`src/rtl/obi_delay_line.sv`:
```
`default_nettype none
// ============================================================================
// Module  : obi_delay_line
// Brief   : OBI delay line with elastic request stages, a fixed-latency
//           response chain and an outstanding-transaction limit.
// Option  : define OBI_DELAY_STALL_CNT_EN to enable the downstream stall counter.
// Rev     : 1.0  initial release
// ============================================================================
module obi_delay_line #(
  parameter int DEPTH           = 2,
  parameter int RESP_DEPTH      = 1,
  parameter int ADDR_WIDTH      = 32,
  parameter int DATA_WIDTH      = 32,
  parameter int MAX_OUTSTANDING = 2
) (
  input  logic                    clk_i,
  input  logic                    rst_ni,
  input  logic                    clear_pipeline,
  input  logic                    req_i,
  input  logic [ADDR_WIDTH-1:0]   addr_i,
  input  logic                    we_i,
  input  logic [DATA_WIDTH/8-1:0] be_i,
  input  logic [DATA_WIDTH-1:0]   wdata_i,
  output logic                    gnt_o,
  output logic                    rvalid_o,
  output logic [DATA_WIDTH-1:0]   rdata_o,
  output logic                    req_o,
  output logic [ADDR_WIDTH-1:0]   addr_o,
  output logic                    we_o,
  output logic [DATA_WIDTH/8-1:0] be_o,
  output logic [DATA_WIDTH-1:0]   wdata_o,
  input  logic                    gnt_i,
  input  logic                    rvalid_i,
  input  logic [DATA_WIDTH-1:0]   rdata_i,
  output logic [31:0]             stall_cnt_o
);

  localparam int c_BE_W  = DATA_WIDTH / 8;
  localparam int c_CNT_W = $clog2(MAX_OUTSTANDING + 1);
  localparam logic [c_CNT_W-1:0] c_MAX_OUT = c_CNT_W'(MAX_OUTSTANDING);

  logic [c_CNT_W-1:0] r_outstanding;
  logic               w_out_ok;
  logic               w_dn_hs;

  assign w_out_ok = (r_outstanding < c_MAX_OUT);
  assign w_dn_hs  = req_o & gnt_i;

  // A response at count zero is a protocol violation; the counter just holds.
  always_ff @(posedge clk_i or negedge rst_ni) begin
    if (!rst_ni) begin
      r_outstanding <= '0;
    end else if (w_dn_hs && !rvalid_i) begin
      r_outstanding <= r_outstanding + 1'b1;
    end else if (!w_dn_hs && rvalid_i && (r_outstanding != '0)) begin
      r_outstanding <= r_outstanding - 1'b1;
    end
  end

  generate
    if (DEPTH == 0) begin : g_req_bypass
      assign req_o   = req_i & w_out_ok;
      assign addr_o  = addr_i;
      assign we_o    = we_i;
      assign be_o    = be_i;
      assign wdata_o = wdata_i;
      assign gnt_o   = gnt_i & w_out_ok & ~clear_pipeline;
    end else begin : g_req_pipe
      logic [DEPTH-1:0]      r_valid;
      logic [DEPTH-1:0]      w_ready;
      logic [DEPTH-1:0]      w_valid_nxt;
      logic [ADDR_WIDTH-1:0] r_addr  [DEPTH];
      logic [DEPTH-1:0]      r_we;
      logic [c_BE_W-1:0]     r_be    [DEPTH];
      logic [DATA_WIDTH-1:0] r_wdata [DEPTH];
      logic                  w_accept;

      assign req_o    = r_valid[DEPTH-1] & w_out_ok;
      assign addr_o   = r_addr[DEPTH-1];
      assign we_o     = r_we[DEPTH-1];
      assign be_o     = r_be[DEPTH-1];
      assign wdata_o  = r_wdata[DEPTH-1];
      assign gnt_o    = w_ready[0] & ~clear_pipeline;
      assign w_accept = req_i & gnt_o;

      for (genvar k = 0; k < DEPTH; k++) begin : g_stage
        // Flattened ready chain: a stage is ready if any stage at or after it has a hole, or the tail pops.
        assign w_ready[k] = w_dn_hs | ~(&r_valid[DEPTH-1:k]);
        if (k == 0) begin : g_head
          assign w_valid_nxt[k] = w_ready[k] ? w_accept : r_valid[k];
        end else begin : g_body
          assign w_valid_nxt[k] = w_ready[k] ? r_valid[k-1] : r_valid[k];
        end
      end

      always_ff @(posedge clk_i or negedge rst_ni) begin
        if (!rst_ni) begin
          r_valid <= '0;
          r_we    <= '0;
          for (int k = 0; k < DEPTH; k++) begin
            r_addr[k]  <= '0;
            r_be[k]    <= '0;
            r_wdata[k] <= '0;
          end
        end else begin
          if (w_accept) begin
            r_addr[0]  <= addr_i;
            r_we[0]    <= we_i;
            r_be[0]    <= be_i;
            r_wdata[0] <= wdata_i;
          end
          for (int k = 1; k < DEPTH; k++) begin
            if (w_ready[k] && r_valid[k-1]) begin
              r_addr[k]  <= r_addr[k-1];
              r_we[k]    <= r_we[k-1];
              r_be[k]    <= r_be[k-1];
              r_wdata[k] <= r_wdata[k-1];
            end
          end
          // A tail handshake this cycle still completes; everything else is dropped.
          if (clear_pipeline) begin
            r_valid <= '0;
          end else begin
            r_valid <= w_valid_nxt;
          end
        end
      end
    end
  endgenerate

  generate
    if (RESP_DEPTH == 0) begin : g_rsp_bypass
      assign rvalid_o = rvalid_i;
      assign rdata_o  = rdata_i;
    end else begin : g_rsp_pipe
      logic [RESP_DEPTH-1:0] r_rvalid;
      logic [DATA_WIDTH-1:0] r_rdata [RESP_DEPTH];

      assign rvalid_o = r_rvalid[RESP_DEPTH-1];
      assign rdata_o  = r_rdata[RESP_DEPTH-1];

      always_ff @(posedge clk_i or negedge rst_ni) begin
        if (!rst_ni) begin
          r_rvalid <= '0;
          for (int k = 0; k < RESP_DEPTH; k++) begin
            r_rdata[k] <= '0;
          end
        end else begin
          r_rvalid[0] <= rvalid_i;
          if (rvalid_i) begin
            r_rdata[0] <= rdata_i;
          end
          for (int k = 1; k < RESP_DEPTH; k++) begin
            r_rvalid[k] <= r_rvalid[k-1];
            if (r_rvalid[k-1]) begin
              r_rdata[k] <= r_rdata[k-1];
            end
          end
        end
      end
    end
  endgenerate

`ifdef OBI_DELAY_STALL_CNT_EN
  logic [31:0] r_stall_cnt;

  always_ff @(posedge clk_i or negedge rst_ni) begin
    if (!rst_ni) begin
      r_stall_cnt <= '0;
    end else if (req_o && !gnt_i && (r_stall_cnt != 32'hFFFF_FFFF)) begin
      r_stall_cnt <= r_stall_cnt + 32'd1;
    end
  end

  assign stall_cnt_o = r_stall_cnt;
`else
  assign stall_cnt_o = 32'd0;
`endif

endmodule
`default_nettype wire

```
`config.mk`:
```
export PLATFORM = sky130hd
export DESIGN_NAME = obi_delay_line
export DESIGN_NICKNAME = d
export VERILOG_FILES = /design/src/rtl/obi_delay_line.sv
export SDC_FILE = /design/constraint.sdc
export NUM_CORES = 1
export LEC_CHECK = 0
export BUFFER_PORTS_ARGS = -buffer_cell sky130_fd_sc_hd__clkbuf_2
export CAP_MARGIN = 40
export CELL_PAD_IN_SITES_DETAIL_PLACEMENT = 1
export CELL_PAD_IN_SITES_GLOBAL_PLACEMENT = 1
export CORE_UTILIZATION = 40
export CTS_CLUSTER_DIAMETER = 30
export DETAILED_ROUTE_END_ITERATION = 8
export GPL_TIMING_DRIVEN = 0
export PLACE_DENSITY_LB_ADDON = 0.1
export SETUP_SLACK_MARGIN = 0.02
export SLEW_MARGIN = 20
export SYNTH_ARGS = -nofsm -noshare
export SYNTH_HDL_FRONTEND = slang
export SYNTH_SLANG_ARGS = --single-unit
```
`constraint.sdc`:
```
create_clock -name clk_i -period 2.4 [get_ports clk_i]
set_clock_uncertainty 0.05 [all_clocks]
set_input_delay 0.24 -clock clk_i [delete_from_list [all_inputs] [get_ports clk_i]]
set_output_delay 0.24 -clock clk_i [all_outputs]
set_load 0.02 [all_outputs]
```
# Word-level counts from Yosys, hierarchy flattened
# Cells that the tools add are included.
# W data, S select, Z words.
# classes
n_bitwise,9
muxes,5
n_addsub,2
reduce_logical,11
n_lt_le_gt_ge,1
# op_table
operator,count
$reduce_bool A2 Y1,4
$mux W2,3
$and A1 B1 Y1,4
$logic_and A1 B1 Y1,4
$not A1 Y1,3
$add A2 B1 Y2 const B,1
$logic_not A1 Y1,2
$lt A2 B2 Y1 const B,1
$mux W1,2
$or A1 B1 Y1,2
$reduce_and A2 Y1,1
$sub A2 B1 Y2 const B,1
# totals
regBits,175
out_inout_bits,136
elab_cells,41
input_bits,107

# Logic depth before layout (Yosys ltp)
# Gate-level depths: netlist (run 1).
# logic_depth
word_depth,8
ltp_mapped,6
ltp_nobuf,3

# Worst setup path before layout (run 1)
# Ideal clock, no wire load.
# synth_timing
kind,flip-flop to flip-flop
from,reg r_outstanding[1]
to,reg g_req_pipe.r_be[4] (netlist bit)
path_buffers,3
stages_incl_launch_ff,7
setup_slack_ns,0.634
required_ns,2.225
setup_ns,0.125
arrival_time_ns,1.591
synth_period_minus_slack_ns,1.766
cell_sequence,dfrtp_1 nand2b_4 a311o_1 buf_6 buf_6 buf_12 mux2_4
# synth_via
elab_chain_len,6
# synth_rtl
element,line,source
start: declaration,42,logic [c_CNT_W-1:0] r_outstanding;
start signal: assignment,54,r_outstanding <= r_outstanding + 1'b1;
start signal: assignment,56,r_outstanding <= r_outstanding - 1'b1;
$lt A2 B2 Y1,46,assign w_out_ok = (r_outstanding < c_MAX_OUT);
$and A1 B1 Y1,78,assign req_o = r_valid[DEPTH-1] & w_out_ok;
$and A1 B1 Y1,47,assign w_dn_hs = req_o & gnt_i;
$or A1 B1 Y1,88,assign w_ready[k] = w_dn_hs | ~(&r_valid[DEPTH-1:k]);
$and A1 B1 Y1,83,assign gnt_o = w_ready[0] & ~clear_pipeline;
$and A1 B1 Y1,84,assign w_accept = req_i & gnt_o;
end signal: indexed assignment,116,r_be[k] <= r_be[k-1];
end: declaration,74,logic [c_BE_W-1:0] r_be [DEPTH];
# Every way passes these cells.
# A chain may end at the register's enable or synchronous reset.

# Worst setup path in the final report (run 1)
# layout_timing
from,reg r_outstanding[1]
to,reg g_req_pipe.r_addr (netlist bit addr_o[16])
# layout_via
elab_chain_len,5
# layout_rtl
element,line,source
$lt A2 B2 Y1,46,
$and A1 B1 Y1,78,
$and A1 B1 Y1,47,
$or A1 B1 Y1,88,
$logic_and A1 B1 Y1,113,if (w_ready[k] && r_valid[k-1]) begin
end signal: indexed assignment,114,r_addr[k] <= r_addr[k-1];
end: declaration,72,logic [ADDR_WIDTH-1:0] r_addr [DEPTH];
# Every way passes these cells.

==> results of run 1 <==
[synthesized netlist by cell type]
master	n	area (um^2)
dfrtp_1	175	4380
mux2_2	160	1800
buf_4	100	751
buf_2	12	60.1
mux2_4	10	150
clkbuf_1	4	15.0
a21oi_1	3	15.0
buf_6	2	22.5
inv_1	2	7.51
o21ai_0	2	10.0
a21boi_2	1	11.3
a22oi_1	1	7.51
a311o_1	1	10.0
a31oi_1	1	6.26
and3b_1	1	8.76
buf_1	1	3.75
buf_12	1	20.0
conb_1	1	3.75
nand2_1	1	3.75
nand2b_4	1	13.8
nand3_1	1	5.00
nand3b_1	1	7.51
nor2_1	1	3.75
nor2b_1	1	6.26
xnor2_1	1	8.76
[cell type report]
class                      instances  area, um^2
timing repair buffer             308        2060
sequential                       175        4380
clock inverter                    13         114
clock buffer                      19         433
fill                            1879        7620
tap                              229         287
inverter                           2        7.51
multi-input combinational        219        2190
buffer                           120         872
[flip-flops by register name, indices dropped and copies added (netlist names), 4 cells and up]
name / count
g_req_pipe.r_wdata: 32
be_o: 4
addr_o: 32
rdata_o: 32
g_req_pipe.r_addr: 32
wdata_o: 32
g_req_pipe.r_be: 4
[power by group through the flow]
stage               clock (mW)  sequential (mW)  combinational, mW
finish                    2.60             3.82               2.46
global route              2.79             3.91               2.67
CTS                       2.67             3.82               2.49
detailed placement           0             3.87               2.36
global placement             0             3.83               2.29
floorplan                    0             3.85               1.62
[routing by layer]
layer	track usage [%]	share of wire, %	up-vias
met2	33.4	54	143
met1	21.4	40	2380
li1	-	-	2234
met4	5.25	1.1	0
met3	6.07	5.6	15
met5	0	0	-
[through the flow]
| stage | power, mW | instance area, um^2 | hold WS [ns] | std cells | TNS, ns |
|---|---|---|---|---|---|
| after detailed placement | 6.23 | 8820 | 0.295 | 956 | 0 |
| after CTS | 8.99 | 10300 | 0.000149 | 1082 | 0 |
| final | 8.89 | 10300 | 0.0147 | 1085 | 0 |
| after global routing | 9.37 | 10300 | 0.000267 | 1085 | 0 |
| after global placement | 6.12 | 8790 | 0.313 | 955 | -349.53 |
| after floorplan | 5.47 | 7450 | -0.106 | 516 | 0 |
[kinds of logic after synthesis]
family / count (synthesis)
XOR/XNOR: 1
other: 1
AND/OR/NAND/NOR: 7
flip-flops: 175
multiplexers: 170
AO/OA/AOI/OAI: 9
buffers and inverters: 122
[worst max-delay path, cell delays in order (launching register included)]
cell      delay [ns]
dfrtp_1         0.43
nand2b_4        0.18
a21boi_2        0.39
buf_2           0.35
buf_2           0.32
mux2_2          0.37
[how the worst max path moves through the flow]
| stage | from | end | slack, ns | cells after the start |
|---|---|---|---|---|
| after floorplan | r_outstanding[1] | g_req_pipe.r_be[4] | 0.63 | 6 |
| after global placement | rst_ni | rdata_o[7] | -2.01 | 1 |
| after detailed placement | r_outstanding[1] | addr_o[20] | 0.14 | 5 |
| after CTS | r_outstanding[1] | addr_o[25] | 0.11 | 5 |
| after global routing | r_outstanding[1] | addr_o[16] | 0.06 | 5 |
| final | r_outstanding[1] | addr_o[16] | 0.20 | 5 |
[repair_timing]
action | in CTS | in global routing
endpoints found under the hold margin | 179 | 3
hold buffers | 94 | 3
buffers inserted | 0 | 0
==> flow_metrics.py, run 1 <==
metrics = {
    "sta": {
        "period_minus_slack_ns": 2.20,
        "fmax_mhz": 454,
        "rsz0062_at_grt": "no",
        "hold_viol": 0,
        "finalMaxSlewViolations": 0,
        "finalCritPeriodShare_pct": 91.8,
        "finalSetupViolCount": 0,
        "worst_pin_slew_ns": 0.727,
        "slew_headroom_pct": 51.5,
        "fin_ws_ns": 0.197,
    },
    "drt": {
        "post_drt_wl_per_cell_um": 15.4,
        "drc": 0,
        "first_pass_iters": 4,
        "final_antenna_net_count": 0,
        "first_iter_violations": 103,
        "num_vias": 4772,
        "vias_per_cell": 4.40,
        "routed_wl_um": 16800,
    },
    "synth": {
        "avgSynthCellArea_um2": 15.1,
        "synth_seq_cells": 175,
        "netlist_instances": 485,
        "ys_warn_count": 0,
        "synth.area.mux_share_pct": 26.6,
        "synth_area_um2": 7330,
        "synth_fa_ha_area_share_pct": 0,
        "synth-compound-area-share_pct": 0.819,
        "synth_seq_area_share_pct": 59.7,
        "synth-xor-area-share_pct": 0.119,
        "synth_top_family_by_area": "multiplexers",
        "synth-simple-area-share_pct": 0.666,
        "synth_cell_types": 25,
    },
    "floorplan": {
        "chipHeight_um": 137,
        "coreArea_um2": 18000,
        "die_w_um": 137,
        "start_util_pct": 40.8,
        "ios": 243,
        "die-area_um2": 18900,
        "core.rowCount": 49,
    },
    "cts": {
        "ctsResizeCount": 0,
        "htree_levels": 4,
        "clockRootBuffer": "clkbuf_16",
        "clk_pin_slew_ns": 0.07,
        "cts-buffers-inserted": 17,
        "cts_tree": "yes",
        "cts_buffer_depth": 2,
        "clock-sinks": 175,
        "insertion_delay_ns": 0.42,
    },
    "final_layout": {
        "layout_common_cells": "clkbuf_2, dfrtp_1, mux2_2, buf_4, dlygate4sd3_1",
        "utilization_pct": 57.6,
        "area_delta_synth_final_pct": 41.0,
        "diodes": 0,
        "drive_gt1_share_pct": 61.7,
        "fin_nets": 950,
        "layout_commonest_cell": "clkbuf_2",
    },
    "pwr": {
        "leakagePower_nw": 5.09,
        "comb_power_share_pct": 27.7,
        "p_per_area_nw_per_um2": 859,
        "seq_power_share_pct": 43.0,
        "clkPwrFrac_pct": 29.2,
        "p_sw_share_pct": 29.5,
        "internal-power_mw": 6.27,
        "ir_drop_mv": 0.552,
        "power_switching_mw": 2.62,
    },
    "placement": {
        "io_buffer_count": 210,
        "pre_cts_slack_ns": 0.142,
        "hpwl_um": 11400,
        "place_congestion": 0.710,
    },
    "setup_path": {
        "r2r-start": "r_outstanding[1]",
        "start_kind": "register",
        "critPathKind": "register to register",
        "ff2ff_setup_slack_ns": 0.20,
        "cp.arrival_ns": 2.46,
        "r2r_end": "addr_o[16]",
        "path_max_fanout": 10,
        "reg2reg_depth": 5,
        "endpoint_kind": "register",
        "critPathRequiredTime_ns": 2.66,
    },
    "global_route": {
        "grt_pass1_vias": 5382,
        "grt_first_pass_wirelength_um": 26700,
        "overflow": 0,
        "grt_usage_pct": 18.8,
        "grt_max_degree": 91,
        "antenna_found_initial": 0,
    },
    "run_status": {
        "status": "finished clean",
    },
    "min_path": {
        "whs_path_depth": 2,
        "hold-path-endpoint": "g_req_pipe.r_addr[38]",
        "hp-class": "input pin to register",
        "min_from": "addr_i[6]",
    },
    "run": {
        "max-cap-violations": 0,
    },
}
No activity file was read; power rests on OpenSTA's default activity.
==> inputs of run 2 (changes only) <==
Settings changed: MAX_ROUTING_LAYER from default to met4, REMOVE_ABC_BUFFERS from default to 1.
==> flow_metrics.py, run 2 (synthesized netlist as in run 1, its figures left out) <==
metrics = {
    "placement": {
        "place_congestion": 0.726,
        "pre_cts_slack_ns": 0.0570,
        "hpwl_um": 10200,
        "io_buffer_count": 210,
        "placed_area_um2": 8080,
    },
    "cts": {
        "clock-sinks": 175,
        "insertion_delay_ns": 0.42,
        "clockRootBuffer": "clkbuf_16",
        "cts_tree": "yes",
        "htree_levels": 4,
        "cts_buffer_depth": 2,
        "post-cts-setup-buffers": 0,
        "cts-buffers-inserted": 17,
        "ctsResizeCount": 0,
        "clk_pin_slew_ns": 0.06,
    },
    "floorplan": {
        "die_w_um": 137,
        "die-area_um2": 18900,
        "coreArea_um2": 18000,
        "chipHeight_um": 137,
        "core.rowCount": 49,
        "ios": 243,
        "start_util_pct": 40.8,
    },
    "final_layout": {
        "ff_latch_area_um2": 4380,
        "fin_nets": 832,
        "final_area_um2": 9600,
        "multiInputGateArea_um2": 2210,
        "area_delta_synth_final_pct": 30.9,
        "layout_commonest_cell": "clkbuf_2",
        "drive_gt1_share_pct": 57.2,
        "nFillCells": 1818,
        "layout_common_cells": "clkbuf_2, dfrtp_1, mux2_2, dlygate4sd3_1, conb_1",
        "diodes": 0,
    },
    "drt": {
        "post_drt_wl_per_cell_um": 15.9,
        "num_vias": 4401,
        "routed_wl_um": 15400,
        "vias_per_cell": 4.55,
        "final_antenna_net_count": 0,
        "first_iter_violations": 115,
        "drc": 0,
        "first_pass_iters": 4,
    },
    "sta": {
        "hold_viol": 0,
        "fmax_mhz": 470,
        "rsz0062_at_grt": "no",
        "finalCritPeriodShare_pct": 88.6,
        "whs_ns": 0.00821,
        "finalMaxSlewViolations": 0,
        "slew_headroom_pct": 37.1,
        "fin_tns_setup_ns": 0,
        "finalSetupViolCount": 0,
        "fin_ws_ns": 0.273,
        "period_minus_slack_ns": 2.13,
        "worst_pin_slew_ns": 0.944,
    },
    "setup_path": {
        "cp-startpoint": "r_outstanding[1]",
        "critPathRequiredTime_ns": 2.65,
        "path_max_fanout": 24,
        "r2r_end": "g_req_pipe.r_be[6]",
        "ff2ff_setup_slack_ns": 0.27,
        "reg2reg_depth": 5,
        "start_kind": "register",
        "endpoint_kind": "register",
        "r2r-start": "r_outstanding[1]",
        "critPathKind": "register to register",
        "cp.arrival_ns": 2.38,
    },
    "global_route": {
        "grt_first_pass_wirelength_um": 23800,
        "grt_usage_pct": 17.1,
        "grt_max_degree": 93,
        "overflow": 0,
        "grt_pass1_vias": 4700,
        "antenna_found_initial": 0,
    },
    "pwr": {
        "p_per_area_nw_per_um2": 881,
        "leakagePower_nw": 4.57,
        "ir_drop_mv": 0.471,
    },
    "min_path": {
        "hold-path-endpoint": "rdata_o[30]",
        "whs_path_depth": 2,
        "min_from": "rdata_i[30]",
        "hp-class": "input pin to register",
    },
    "run_status": {
        "status": "finished clean",
    },
    "run": {
        "max-cap-violations": 0,
    },
}
-- run 2: final cells by class --
cell class,count,share of cell area [%]
sequential,175,45.6
multi-input combinational,220,23.0
timing repair buffer,309,22.4
inverter,2,0.0782
clock inverter,14,1.34
tap,229,2.98
clock buffer,18,4.57
-- run 2: timing repair --
| action | 4_1_cts | 5_1_grt |
|---|---|---|
| endpoints found under the hold margin | 182 | 1 |
| endpoints found under the setup margin | 0 | 19 |
| hold buffers | 91 | 1 |
-- run 2: report_power, final --
part           internal [mW]  switching [mW]  total [mW]
Combinational          0.919            1.05        1.97
Sequential              3.52           0.296        3.82
Clock                   1.48            1.19        2.67
Total                   5.92            2.54        8.46
-- run 2: how the worst max path moves through the flow --
| stage | end | depth (start not counted) |
|---|---|---|
| after floorplan | g_req_pipe.r_addr[32] | 3 |
| after global placement | wdata_o[19] | 2 |
| after detailed placement | g_req_pipe.r_be[7] | 5 |
| after CTS | g_req_pipe.r_addr[42] | 5 |
| after global routing | g_req_pipe.r_addr[52] | 5 |
| final | g_req_pipe.r_be[6] | 5 |
-- run 2: layer usage --
layer | wire length (um) | track usage, % | part of all wire [%]
met3 | 896 | 4.64 | 5.8
met5 | 0 | - | 0
met4 | 141 | 5.13 | 0.92
met2 | 7810 | 27.7 | 51
met1 | 6530 | 20.7 | 42
-- run 2: stage by stage --
| step | util [%] | instances | total power [mW] |
|---|---|---|---|
| final | 53.4 | 967 | 8.46 |
| after global routing | 53.4 | 967 | 8.91 |
| after CTS | 53.2 | 964 | 8.58 |
| after detailed placement | 45.0 | 841 | 5.74 |
| after global placement | 44.1 | 835 | 5.64 |
| after floorplan | - | 396 | 4.96 |
-- run 2: critical path: stages, from the launching register on --
cell      delay [ns]
dfrtp_1         0.42
nand2b_4        0.21
a311o_2         0.59
buf_12          0.25
buf_12          0.18
mux2_4          0.31
==> inputs of run 3 (changes only) <==
Settings changed: CORE_UTILIZATION 40 to 36, CTS_BUF_LIST from default to sky130_fd_sc_hd__clkbuf_4 sky130_fd_sc_hd__clkbuf_8 sky130_fd_sc_hd__clkbuf_16.
Clock period 2.4 ns to 1.81 ns, I/O delays scaled along.
==> flow_metrics.py, run 3 (synthesized netlist as in run 1, its figures left out) <==
metrics = {
    "setup_path": {
        "r2r-start": "r_outstanding[1]",
        "cp-endpoint": "addr_o[5]",
        "critPathKind": "register to register",
        "r2r_end": "addr_o[5]",
        "start_kind": "register",
        "critPathRequiredTime_ns": 2.06,
        "endpoint_kind": "register",
        "cp-startpoint": "r_outstanding[1]",
        "ff2ff_setup_slack_ns": 0.07,
        "reg2reg_depth": 6,
        "cp.arrival_ns": 1.99,
        "path_max_fanout": 20,
    },
    "sta": {
        "finalMaxSlewViolations": 0,
        "period_minus_slack_ns": 1.74,
        "finalCritPeriodShare_pct": 96.1,
        "fmax_mhz": 575,
        "worst_pin_slew_ns": 0.687,
        "rsz0062_at_grt": "yes",
        "fin_tns_setup_ns": 0,
        "hold_viol": 0,
        "whs_ns": 0.0348,
        "slew_headroom_pct": 54.2,
        "finalSetupViolCount": 0,
    },
    "global_route": {
        "antenna_found_initial": 0,
        "overflow": 0,
        "grt_first_pass_wirelength_um": 25700,
        "grt_max_degree": 95,
        "grt_pass1_vias": 5031,
        "grt_usage_pct": 16.7,
    },
    "cts": {
        "cts-buffers-inserted": 17,
        "clk_pin_slew_ns": 0.07,
        "clockRootBuffer": "clkbuf_16",
        "cts_tree": "yes",
        "insertion_delay_ns": 0.42,
        "htree_levels": 4,
        "cts_buffer_depth": 2,
        "clock-sinks": 175,
    },
    "pwr": {
        "total_power_mw": 11.4,
        "ir_drop_mv": 0.631,
        "leakagePower_nw": 4.66,
        "p_per_area_nw_per_um2": 1160,
    },
    "final_layout": {
        "layout_common_cells": "clkbuf_2, dfrtp_1, mux2_2, dlygate4sd3_1, conb_1",
        "diodes": 0,
        "layout_commonest_cell": "clkbuf_2",
        "final_area_um2": 9840,
        "fin_nets": 849,
        "area_delta_synth_final_pct": 34.2,
        "drive_gt1_share_pct": 57.1,
    },
    "drt": {
        "first_pass_iters": 3,
        "post_drt_wl_per_cell_um": 15.9,
        "drc": 0,
        "routed_wl_um": 16200,
        "vias_per_cell": 4.43,
        "num_vias": 4518,
        "final_antenna_net_count": 0,
        "first_iter_violations": 81,
    },
    "floorplan": {
        "chipHeight_um": 145,
        "coreArea_um2": 19700,
        "core.rowCount": 51,
        "die-area_um2": 20900,
        "start_util_pct": 37.2,
        "ios": 243,
        "die_w_um": 145,
    },
    "placement": {
        "hpwl_um": 10400,
        "place_congestion": 0.717,
        "io_buffer_count": 210,
        "placed_area_um2": 8150,
    },
    "min_path": {
        "hp-class": "input pin to register",
    },
    "run": {
        "max-cap-violations": 0,
    },
    "run_status": {
        "status": "finished clean",
    },
}
-- run 3: cell types whose count changed in the layout (fill, tap and decap cells not counted), sizes merged --
cell / previous run / this run
buf: 7 / 13
bufinv: 1 / 2
clkbuf: 228 / 233
clkinv: 6 / 4
clkinvlp: 0 / 2
dlygate4sd3: 92 / 103
inv: 9 / 3
-- run 3: power by group --
| part | switching (mW) | total, mW | internal, mW |
|---|---|---|---|
| Combinational | 1.43 | 2.68 | 1.25 |
| Sequential | 0.386 | 5.06 | 4.67 |
| Clock | 1.49 | 3.68 | 2.19 |
-- run 3: critical path, cell delays in order, from the launching register on --
cell	delay, ns
dfrtp_1	0.38
nand2b_4	0.19
a21boi_4	0.23
buf_4	0.14
buf_4	0.11
buf_16	0.16
mux2_2	0.35
-- run 3: metal layers --
layer  share of wire [%]  routed length [um]  vias up  global-route usage, %
met5                   0                   0        -                      -
met2                  50                8080      177                   27.6
li1                    -                   -     2036                      -
met1                  42                6750     2285                   19.1
met4                 1.7                 282        0                   6.70
met3                 6.8                1110       20                   4.61
-- run 3: worst min path at each step --
stage	startpoint	endpoint	slack (ns)	cells after the start
final	req_i	g_req_pipe.r_valid[0]	0.03	3
after global routing	req_i	g_req_pipe.r_valid[0]	0.03	3
after CTS	req_i	g_req_pipe.r_valid[0]	0.02	3
after detailed placement	rst_ni	wdata_o[30]	0.21	1
after global placement	clear_pipeline	g_req_pipe.r_valid[0]	0.34	2
after floorplan	rst_ni	addr_o[0]	-0.16	0
-- run 3: through the flow --
stage	std cells	utilization [%]	worst slack [ns]
floorplan	396	-	-1.33
global placement	871	40.4	-2.64
detailed placement	878	41.4	-0.301
CTS	1019	49.9	0.0277
global route	1020	49.9	-0.000778
finish	1020	49.9	0.0712
-- run 3: final cells by class --
cell class              instances  area, um^2
clock buffers                  23         489
repair buffers                326        2310
fillers                      2013        9880
multi-input cells             220        2210
well taps                     265         332
flip-flops and latches        175        4380
inverters                       2        7.51
clock inverters                 9         108
-- run 3: what timing repair did --
item / CTS / global route
endpoints found under the setup margin: 100 / 34
resized for setup: 1 / 3
cloned: 1 / 0
setup buffers: 5 / 1
endpoints found under the hold margin: 184 / 0
pin swaps: 2 / 1
hold buffers: 103 / 0
